$ cat config.mk
export PLATFORM = sky130hd
export DESIGN_NAME = ecc_decode_ctrl
export DESIGN_NICKNAME = d
export VERILOG_FILES = /design/src/rtl/ecc_pkg.sv /design/src/rtl/sat_counter16.sv /design/src/rtl/ecc_decode_ctrl.sv
export SDC_FILE = /design/constraint.sdc
export NUM_CORES = 1
export LEC_CHECK = 0
export ABC_AREA = 1
export CAP_MARGIN = 20
export CORE_ASPECT_RATIO = 0.9
export CORE_MARGIN = 2
export CORE_UTILIZATION = 47
export DETAILED_ROUTE_END_ITERATION = 10
export GPL_TIMING_DRIVEN = 0
export PLACE_DENSITY = 0.95
export REMOVE_ABC_BUFFERS = 1
export SYNTH_ARGS = -nofsm -noshare
export SYNTH_HDL_FRONTEND = slang
export SYNTH_HIERARCHICAL = 1
export SYNTH_SLANG_ARGS = --single-unit
$ cat constraint.sdc
create_clock -name clk -period 2.93 [get_ports clk]
set_input_delay 0.4395 -clock clk [delete_from_list [all_inputs] [get_ports clk]]
set_output_delay 0.4395 -clock clk [all_outputs]
set_load 0.02 [all_outputs]
$ cat src/rtl/ecc_pkg.sv
// ecc_pkg: shared encodings for the ECC decode sequencer (widths, states, masks, error counts)
package ecc_pkg;
  localparam logic [1:0] CW8 = 2'b00;
  localparam logic [1:0] CW16 = 2'b01;
  localparam logic [1:0] CW32 = 2'b10;
  localparam logic [1:0] CW_ILL = 2'b11;
  typedef logic [2:0] state_t;
  localparam state_t ST_IDLE = 3'd0;
  localparam state_t ST_ISSUE = 3'd1;
  localparam state_t ST_CAPTURE = 3'd2;
  localparam state_t ST_DONE = 3'd3;
  localparam state_t ST_ABORT = 3'd4;
  localparam logic [31:0] MASK8 = 32'h0000_00FF;
  localparam logic [31:0] MASK16 = 32'h0000_FFFF;
  localparam logic [31:0] MASK32 = 32'hFFFF_FFFF;
  localparam logic [1:0] NE_NONE = 2'd0;
  localparam logic [1:0] NE_SINGLE = 2'd1;
  localparam logic [1:0] NE_DOUBLE = 2'd2;
  localparam logic [1:0] NE_FAIL = 2'd3;
  function automatic logic [31:0] width_mask(input logic [1:0] w);
    return w == CW8 ? MASK8 : w == CW16 ? MASK16 : MASK32;
  endfunction
endpackage

$ cat src/rtl/sat_counter16.sv
// sat_counter16: 16-bit event counter that saturates at 0xFFFF; clr has priority over inc
// ports: clk, reset (async active-low), clr (sync clear), inc (count enable), count
module sat_counter16 (
  input  logic        clk,
  input  logic        reset,
  input  logic        clr,
  input  logic        inc,
  output logic [15:0] count
);
  always_ff @(posedge clk or negedge reset)
    if (!reset) count <= '0;
    else if (clr) count <= '0;
    else if (inc && count != 16'hFFFF) count <= count + 16'd1;
endmodule

$ cat src/rtl/ecc_decode_ctrl.sv
// ecc_decode_ctrl: sequences one decode command into the Decoder, captures its result and keeps statistics
// ports: command side (start, cw_width, data_in, noise, clr_stats, busy, done, err),
//        decoder side (dec_data_in, dec_width, dec_en, dec_data_out, dec_num_of_error, dec_ready),
//        results (result_data, result_num_err, cnt_single, cnt_double)
module ecc_decode_ctrl
  import ecc_pkg::*;
#(
  parameter int AMBA_WORD = 32,
  parameter int DATA_WIDTH = 32,
  parameter int TIMEOUT = 15
) (
  input  logic                  clk,
  input  logic                  reset,
  input  logic                  start,
  input  logic [1:0]            cw_width,
  input  logic [DATA_WIDTH-1:0] data_in,
  input  logic [DATA_WIDTH-1:0] noise,
  input  logic                  clr_stats,
  output logic                  busy,
  output logic [DATA_WIDTH-1:0] dec_data_in,
  output logic [AMBA_WORD-1:0]  dec_width,
  output logic                  dec_en,
  input  logic [DATA_WIDTH-1:0] dec_data_out,
  input  logic [1:0]            dec_num_of_error,
  input  logic                  dec_ready,
  output logic [DATA_WIDTH-1:0] result_data,
  output logic [1:0]            result_num_err,
  output logic                  done,
  output logic                  err,
  output logic [15:0]           cnt_single,
  output logic [15:0]           cnt_double
);
  state_t state;
  logic [1:0] wid;
  logic [3:0] tcnt;
  logic cap;
  always_ff @(posedge clk or negedge reset)
    if (!reset) begin
      state <= ST_IDLE;
      wid <= '0;
      tcnt <= '0;
      dec_data_in <= '0;
      result_data <= '0;
      result_num_err <= '0;
    end else begin
      case (state)
        ST_IDLE:
          if (start) begin
            wid <= cw_width;
            tcnt <= '0;
            if (cw_width == CW_ILL) state <= ST_ABORT;
            else begin
              dec_data_in <= (data_in ^ noise) & DATA_WIDTH'(width_mask(cw_width));
              state <= ST_ISSUE;
            end
          end
        ST_ISSUE:
          if (dec_ready) state <= ST_CAPTURE;
          else if (tcnt == 4'(TIMEOUT)) state <= ST_ABORT;
          else tcnt <= tcnt + 4'd1;
        ST_CAPTURE: begin
          result_data <= dec_data_out;
          result_num_err <= dec_num_of_error;
          state <= ST_DONE;
        end
        default: state <= ST_IDLE;
      endcase
    end
  // the Decoder only holds its outputs while enabled, so en stays up through CAPTURE
  assign dec_en = state == ST_ISSUE || state == ST_CAPTURE;
  assign busy = state != ST_IDLE;
  assign done = state == ST_DONE;
  assign err = state == ST_ABORT;
  assign dec_width = AMBA_WORD'(wid);
  assign cap = state == ST_CAPTURE;
  sat_counter16 u_single (
    .clk(clk),
    .reset(reset),
    .clr(clr_stats),
    .inc(cap && dec_num_of_error == NE_SINGLE),
    .count(cnt_single)
  );
  sat_counter16 u_double (
    .clk(clk),
    .reset(reset),
    .clr(clr_stats),
    .inc(cap && dec_num_of_error == NE_DOUBLE),
    .count(cnt_double)
  );
endmodule
Yosys cells after proc, flatten, opt, wreduce, memory -nomap -nowiden
Index checks and enable logic that the tools add are counted.

operators by class
  equal/unequal tests = 15
  reduce and logical (&&, ||, !) cells = 15
  add/sub/neg operators = 3
  bitwise gates (word level) = 3
  multiplexer cells = 15

operator list
  kind                   count
  $mux 16                4
  $mux 32                2
  $add 16x1->16 const B  2
  $and 32x32->32         1
  $ne 16x16->1 const B   2
  $xor 32x32->32         1
  $mux 3                 4
  $mux 4                 3
  $pmux 3 s3             1
  $pmux 4 s2             1
  $eq 3x2->1 const B     2
  $ne 2x2->1 const B     3
  $reduce_bool 2->1      3
  $add 4x1->4 const B    1
  $eq 2x1->1 const B     2
  $eq 2x2->1 const B     2
  $eq 4x4->1 const B     1
  $logic_and 1x1->1      4
  $reduce_and 2->1       2
  $reduce_and 4->1       1
  $eq 3x1->1 const B     1
  $eq 3x3->1 const B     1
  $logic_not 3->1        1
  $ne 3x3->1 const B     1
  5 further kinds        5

storage, ports and cells
  word-level logic and storage cells = 59
  bits of input ports = 105
  output and inout bits = 134
  register bits after elaboration = 107

Depth between registers and ports, before layout
Gate-level depths: netlist of the first run.

  depth in word-level cells = 5
  depth in mapped cells = 11
  mapped depth without buffers = 10

Cells and area by module
The synthesis of the first run kept the hierarchy.

by module, submodules not included
  module           instances  cells each  area each (um^2)  sequential area each (um^2)
  ecc_decode_ctrl  1          444         3621.0            1876.8
  sat_counter16    2          144         1037.2            400.4

Least setup slack after synthesis of the first run
Ideal clock, no wire load.

  path type = reg2reg
  from = register state[2]
  to = register u_double.count[2]
  data required time = 2864 ps
  setup slack = 1199 ps
  arrival = 1665 ps
  library setup time = 66 ps
  stages on the path, launching flop included = 11
  buffers on the path = 1
  period minus slack after synthesis = 1731 ps
  cell sequence = dfrtp_1 nor2_4 nand2_2 clkinv_1 nand2_1 nor2_1 inv_1 nor2_1 buf_2 nand4_1 nand2_1

on the way
  longest elaborated chain between the ends = 4

ends and longest elaborated chain
  element                      line                   RTL
  start, declared              ecc_decode_ctrl.sv:33  state_t state;
  start signal, assigned       ecc_decode_ctrl.sv:39  state <= ST_IDLE;
  start signal, assigned       ecc_decode_ctrl.sv:51  if (cw_width == CW_ILL) state <= ST_ABORT;
  start signal, assigned       ecc_decode_ctrl.sv:54  state <= ST_ISSUE;
  $eq 3x2->1                   ecc_decode_ctrl.sv:75  assign cap = state == ST_CAPTURE;
  $logic_and 1x1->1            ecc_decode_ctrl.sv:87  .inc(cap && dec_num_of_error == NE_DOUBLE),
  $logic_and 1x1->1            sat_counter16.sv:13    else if (inc && count != 16'hFFFF) count <= count + 16'd1;
  $reduce_bool 2->1 (no line)  --
  end signal, assigned         sat_counter16.sv:13
  end, declared                sat_counter16.sv:8     output logic [15:0] count

No other way between the ends.
A chain may end at the register's enable or synchronous reset.

Final worst setup path of the first run
  from = register state[2]
  to = register u_double.count[0]

The elaborated chain is that of the path after synthesis.

==> flow_summary.json, run 1 <==
{
  "grt_pass1_vias": 5127,
  "crit_path_start_kind": "flip-flop",
  "place.detailed.instances": 1081,
  "total_power_mw": 6.297,
  "drt_iter0_markers": 413,
  "leakage_nw": 3.780,
  "cp-end-kind": "flip-flop",
  "fp.dieW_um": 120.0,
  "initial_utilization_pct": 47.72,
  "setup_ws_ps": 389.7,
  "seqPwrFrac_pct": 35.2,
  "finalNonFillerCells": 1094,
  "final.setup.tns_ps": 0,
  "worstPathArrival_ps": 2790,
  "power_switching_mw": 2.327,
  "yosysSeqAreaShare_pct": 47.01,
  "cap_viol_max_count": 0,
  "rows": 38,
  "drive_above_1_share_pct": 4.497,
  "hold_viol_final": 0,
  "slew-limit-headroom_pct": 49.45,
  "drcViolationCount": 0,
  "crit_fanout": 37,
  "area.growth.synth_to_final_pct": 42.42,
  "numCtsBuffers": 9,
  "fin_util_pct": 67.97,
  "htreeDepth": 3,
  "syn_area_um2": 5695,
  "grt_max_degree": 60,
  "max_freq_mhz": 393.7,
  "cts_root_buf": "clkbuf_16",
  "drt-total-wl_um": 14500,
  "cts_tree": "built",
  "power_frac_comb_pct": 43.8,
  "grt_usage_pct": 22.73,
  "ios": 239,
  "antenna_found_initial": 0,
  "die_area_um2": 13020,
  "irDropWorstVdd_mv": 0.4376,
  "p_int_mw": 3.970,
  "holdWs_ps": 117.4,
  "crit_slowest_cell": "nor2_2",
  "ant_nets": 0,
  "critical_path_class": "reg -> reg",
  "gp_congestion": 0.8732,
  "hold_path.class": "in -> async",
  "critical_path.max_stage_delay_ps": 470,
  "clock_power_share_pct": 21.0,
  "setup_viol": 0,
  "status": "finished, final reports clean",
  "synthCells": 732,
  "dr.pass1.iters": 5,
  "grt_pass1_wl_um": 23780,
  "r2r_cells": 9,
  "cts.sinks": 107,
  "vias_per_cell": 4.903,
  "cts_buffer_depth": 2,
  "num_antenna_cells": 0,
  "path_clk_slew_ps": 70,
  "io_buffers": 208,
  "fin_nets": 1040,
  "finClkSkew_ps": 6.270,
  "power.density_nw_per_um2": 776.3,
  "design_area_um2": 8112,
  "num_vias": 5364,
  "synth.ff_latch_count": 107,
  "clk_latency_ps": 340,
  "overflow": 0,
  "worstPathRequired_ps": 3180,
  "coreArea_um2": 11930,
  "holdBufCountCts": 0,
  "rsz0062_at_grt": "no",
  "yosysWarnings": 6,
  "hpwl_um": 10830,
  "dpl_cell_area_um2": 7777,
  "switching_share_pct": 36.96,
  "synth.distinct_cells": 30,
  "tightest_slew_ps": 755.9,
  "fin_crit_sh_pct": 86.70,
  "syn_avg_cell_area_um2": 7.781,
  "wl_per_cell_um": 13.25,
  "drv_slew": 0,
  "fin_crit_ps": 2540,
  "die_y_um": 108.4,
  "dp_slack_ps": -396.2,
  "worstPathCellList": "nor2_4, nand2_4, clkinv_4, nand2_1, nor2_1, inv_1, nor2_2, nand3_1, o21ai_0"
}
-- worst max-delay path: cells and delay by family, from the launching register on --
| family | cells | cell delay, ps |
|---|---|---|
| AND/OR/NAND/NOR | 6 | 1480 |
| flip-flops | 1 | 440 |
| buffers and inverters | 2 | 400 |
| AO/OA/AOI/OAI | 1 | 120 |
-- state kept, by name, indices dropped and copies added, names as in the netlist --
register,flops
dec_data_in,32
result_data,32
result_num_err,2
state,3
tcnt,4
u_double/count,16
u_single/count,16
wid,2
-- path summary, 6_finish.rpt --
kind                           startpoint                 end  slack, ps
max                              state[2]   u_double/count[0]        390
min in group clk           result_data[7]      result_data[7]        480
min reg2reg                result_data[7]      result_data[7]        480
max in group asynchronous           reset  u_double/count[15]       2100
min                                 reset     result_data[17]        120
max reg2reg                      state[2]   u_double/count[0]        390
-- metal layers --
metal / global-route usage, % / routed length, µm / share of wire, %
met1: 27.20 / 5796 / 40
met2: 39.53 / 7266 / 50
met3: 6.540 / 1117 / 7.7
met4: 7.563 / 315 / 2.2
met5: 0 / 0 / 0
-- power by group through the flow --
stage,registers [mW],clock network (mW),logic [mW]
after floorplan,2.74,0,0.841
after global placement,2.21,0,2.67
after detailed placement,2.23,0,2.76
after CTS,2.21,1.35,2.78
after global routing,2.27,1.40,2.99
final,2.22,1.32,2.76
-- synth_stat cells --
cell type	instances	share of area [%]
nand2_1	266	18
dfrtp_1	107	47
inv_1	67	4.4
o21ai_0	59	5.2
nor2_1	44	2.9
nand3_1	34	3.0
buf_4	33	4.3
nand4_1	21	2.3
a21oi_1	19	1.7
xor2_1	14	2.2
xnor2_1	12	1.8
buf_2	8	0.70
nand2_2	5	0.55
nor2_4	5	0.99
nor3_1	5	0.44
buf_1	4	0.26
nand2_4	4	0.79
o21bai_1	4	0.53
clkbuf_1	3	0.20
ha_1	3	0.66
buf_12	2	0.70
inv_2	2	0.13
inv_4	2	0.22
o21ai_4	2	0.57
or2_2	2	0.22
a21oi_4	1	0.29
clkinv_1	1	0.066
conb_1	1	0.066
nand3_2	1	0.18
o21ai_1	1	0.088
-- layout by cell type (no fill, tap or decap), types with 3 or more instances in the layout --
| cell type | instances |
|---|---|
| conb_1 | 30 |
| nor3_1 | 5 |
| nor2_1 | 42 |
| nand2_1 | 266 |
| nand2_2 | 4 |
| xnor2_1 | 12 |
| nand4_1 | 21 |
| clkbuf_16 | 9 |
| ha_1 | 3 |
| clkdlybuf4s50_1 | 207 |
| a21oi_1 | 19 |
| o21ai_0 | 59 |
| o21bai_1 | 4 |
| nor2_4 | 5 |
| nand2_4 | 5 |
| xor2_1 | 14 |
| bufinv_16 | 3 |
| inv_1 | 67 |
| nand3_1 | 34 |
| dfrtp_1 | 107 |
-- layout make-up --
type	instances	area [µm²]
Inverter	72	280.3
Fill cell	944	3822
Timing Repair Buffer	210	2127
Clock inverter	3	90.09
Sequential cell	107	2678
Multi-Input combinational cell	532	2507
Clock buffer	10	229.0
Tap cell	160	200.2
-- timing repair --
action                     in CTS  in global routing
setup endpoints to repair      32                 26
gates resized for setup         4                  1
buffers inserted                0                  0
hold endpoints to repair        0                  0
cloned                          0                  0
-- cell families after synthesis --
family	after synthesis	share of synthesized area (%)
buffers and inverters	122	11.05
adders and majority gates	3	0.6591
and+or+nand+nor	387	28.89
AOI/OAI and AO/OA	86	8.326
DFF	107	47.01
xor gates and xnor gates	26	3.998
other	1	0.06584
Note: power is estimated with default switching activity, not from simulation.
==> inputs of run 2 (changes only) <==
--- a/config.mk
+++ b/config.mk
@@ -12,8 +12,10 @@
 export CORE_UTILIZATION = 47
 export DETAILED_ROUTE_END_ITERATION = 10
 export GPL_TIMING_DRIVEN = 0
+export HOLD_SLACK_MARGIN = 0.02
 export PLACE_DENSITY = 0.95
 export REMOVE_ABC_BUFFERS = 1
+export SLEW_MARGIN = 5
 export SYNTH_ARGS = -nofsm -noshare
 export SYNTH_HDL_FRONTEND = slang
 export SYNTH_HIERARCHICAL = 1
==> run 2 against run 1 <==
Non-clock buffer count did not move. Global-route usage decreased by 0.37 points. Power is 0.87% lower. Final cell count up 0.18%. First-iteration DRC count grew 15%. Hold slack gained 12 ps. Combinational power about the same. Worst setup slack better by 4.2 ps. Critical path depth is the same. Clock skew is 0.94 ps higher. Clock power shrank 3%. Sequential power barely moved. Critical path type unchanged.
==> flow_summary.json, run 2 (same netlist as run 1, synthesis figures left out) <==
{
  "most-common-layout-cells": "nand2_1, clkdlybuf4s50_1, dfrtp_1",
  "hpwl_um": 10790,
  "m1WireLength_um": 5968,
  "finClkSkew_ps": 7.210,
  "power.density_nw_per_um2": 770.4,
  "top_regs": "dec_data_in: 32 flops, result_data: 32 flops",
  "vias_per_cell": 4.859,
  "drv_slew": 0,
  "fin_nets": 1040,
  "crit_fanout": 37,
  "r2r_cells": 9,
  "grt_max_degree": 60,
  "critical_path_class": "reg -> reg",
  "max_freq_mhz": 394.3,
  "leakage_nw": 3.776,
  "fin_crit_sh_pct": 86.55,
  "ff2ff_setup_slack_ps": 390,
  "route.met3.wl_um": 1047,
  "fin_crit_ps": 2536,
  "num_antenna_cells": 0,
  "r2r_end": "u_double/count[0]",
  "fp.dieW_um": 120.0,
  "irDropWorstVdd_mv": 0.4739,
  "overflow": 0,
  "gp_congestion": 0.8732,
  "antenna_found_initial": 0,
  "worstPathArrival_ps": 2780,
  "final_common_cell": "nand2_1",
  "area.growth.synth_to_final_pct": 42.27,
  "place.detailed.instances": 1081,
  "die_y_um": 108.4,
  "drt_iter0_markers": 476,
  "cts.sinks": 107,
  "cp-end-kind": "flip-flop",
  "crit_path_start_kind": "flip-flop",
  "drt-total-wl_um": 14330,
  "setup_viol": 0,
  "top_layer": "met4",
  "ios": 239,
  "ant_nets": 0,
  "status": "finished, final reports clean",
  "tightest_slew_ps": 731.3,
  "clk_latency_ps": 330,
  "wl_met2_um": 7072,
  "initial_utilization_pct": 47.72,
  "drcViolationCount": 0,
  "dpl_cell_area_um2": 7777,
  "finalNonFillerCells": 1096,
  "design_area_um2": 8103,
  "cts_tree": "built",
  "path_clk_slew_ps": 70,
  "num_vias": 5326,
  "die_area_um2": 13020,
  "rows": 38,
  "cts_buffer_depth": 2,
  "grt_pass1_vias": 5016,
  "numCtsBuffers": 9,
  "postCtsSetupBuffers": 0,
  "hold_viol_final": 0,
  "io_buffers": 208,
  "grt_pass1_wl_um": 23400,
  "hold_path.class": "in -> async",
  "rsz0062_at_grt": "no",
  "wl_per_cell_um": 13.07,
  "cts_root_buf": "clkbuf_16",
  "drive_above_1_share_pct": 4.487,
  "slew-limit-headroom_pct": 51.09,
  "r2r-start": "state[2]",
  "grt_usage_pct": 22.36,
  "dr.pass1.iters": 4,
  "htreeDepth": 3,
  "cap_viol_max_count": 0,
  "worstPathRequired_ps": 3180,
  "coreArea_um2": 11930
}
[run 2: cell types whose count changed in the layout (fill, tap and decap cells not counted)]
cell and change:
clkbuf_8 +1, clkbuf_1 +2, bufinv_16 -1
[run 2: stage by stage]
| stage | TNS (ps) | utilization (%) | hold WS, ps | setup slack, ps | power (mW) |
|---|---|---|---|---|---|
| floorplan | 0 | - | 143.9 | 480.8 | 3.585 |
| global placement | -289640 | 64.79 | 460.6 | -2634 | 4.885 |
| detailed placement | -10380 | 65.17 | 464.0 | -427.7 | 4.994 |
| CTS | 0 | 67.85 | 140.6 | 143.0 | 6.297 |
| global route | 0 | 67.90 | 172.8 | 149.9 | 6.635 |
| finish | 0 | 67.90 | 129.4 | 393.9 | 6.242 |
[run 2: area by class of cell]
| type | count | area (µm²) |
|---|---|---|
| clock buffers | 13 | 250.2 |
| clock inverters | 2 | 60.06 |
| fillers | 932 | 3831 |
| inverters | 72 | 280.3 |
| multi-input cells | 532 | 2507 |
| flip-flops and latches | 107 | 2678 |
| well taps | 160 | 200.2 |
| repair buffers | 210 | 2127 |
[run 2: what timing repair did]
action	4_1_cts	5_1_grt
setup endpoints to repair	32	26
pin swaps	0	0
gates resized for setup	4	1
hold buffers	0	0
[run 2: how the worst max path moves through the flow]
stage,endpoint,startpoint,cells past startpoint,slack [ps]
2_1_floorplan,u_double/count[10],state[2],9,480
3_3_place_gp,dec_data_in[15],reset,1,-2630
3_5_place_dp,u_double/count[0],state[2],9,-430
4_1_cts,u_double/count[0],state[2],9,140
5_1_grt,u_double/count[8],state[2],9,150
6_report,u_double/count[0],state[2],9,390
[run 2: per-layer routing]
metal	track usage [%]	vias up
met2	38.56	186
met4	5.966	0
met1	27.52	2478
met3	6.593	24
li1	-	2638
met5	0	-
[run 2: where the power goes]
| group | switching [mW] | leakage (nW) | total (mW) | internal (mW) |
|---|---|---|---|---|
| Clock | 0.508 | 0.150 | 1.28 | 0.770 |
| Combinational | 1.54 | 2.24 | 2.75 | 1.21 |
| Sequential | 0.275 | 1.39 | 2.22 | 1.94 |
[run 2: critical path: stages, from the launching register on]
cell and delay, ps:
dfrtp_1 430, nor2_4 220, nand2_4 280, clkinv_4 310, nand2_1 110, nor2_1 250, inv_1 90, nor2_2 470
nand3_1 150, o21ai_0 120
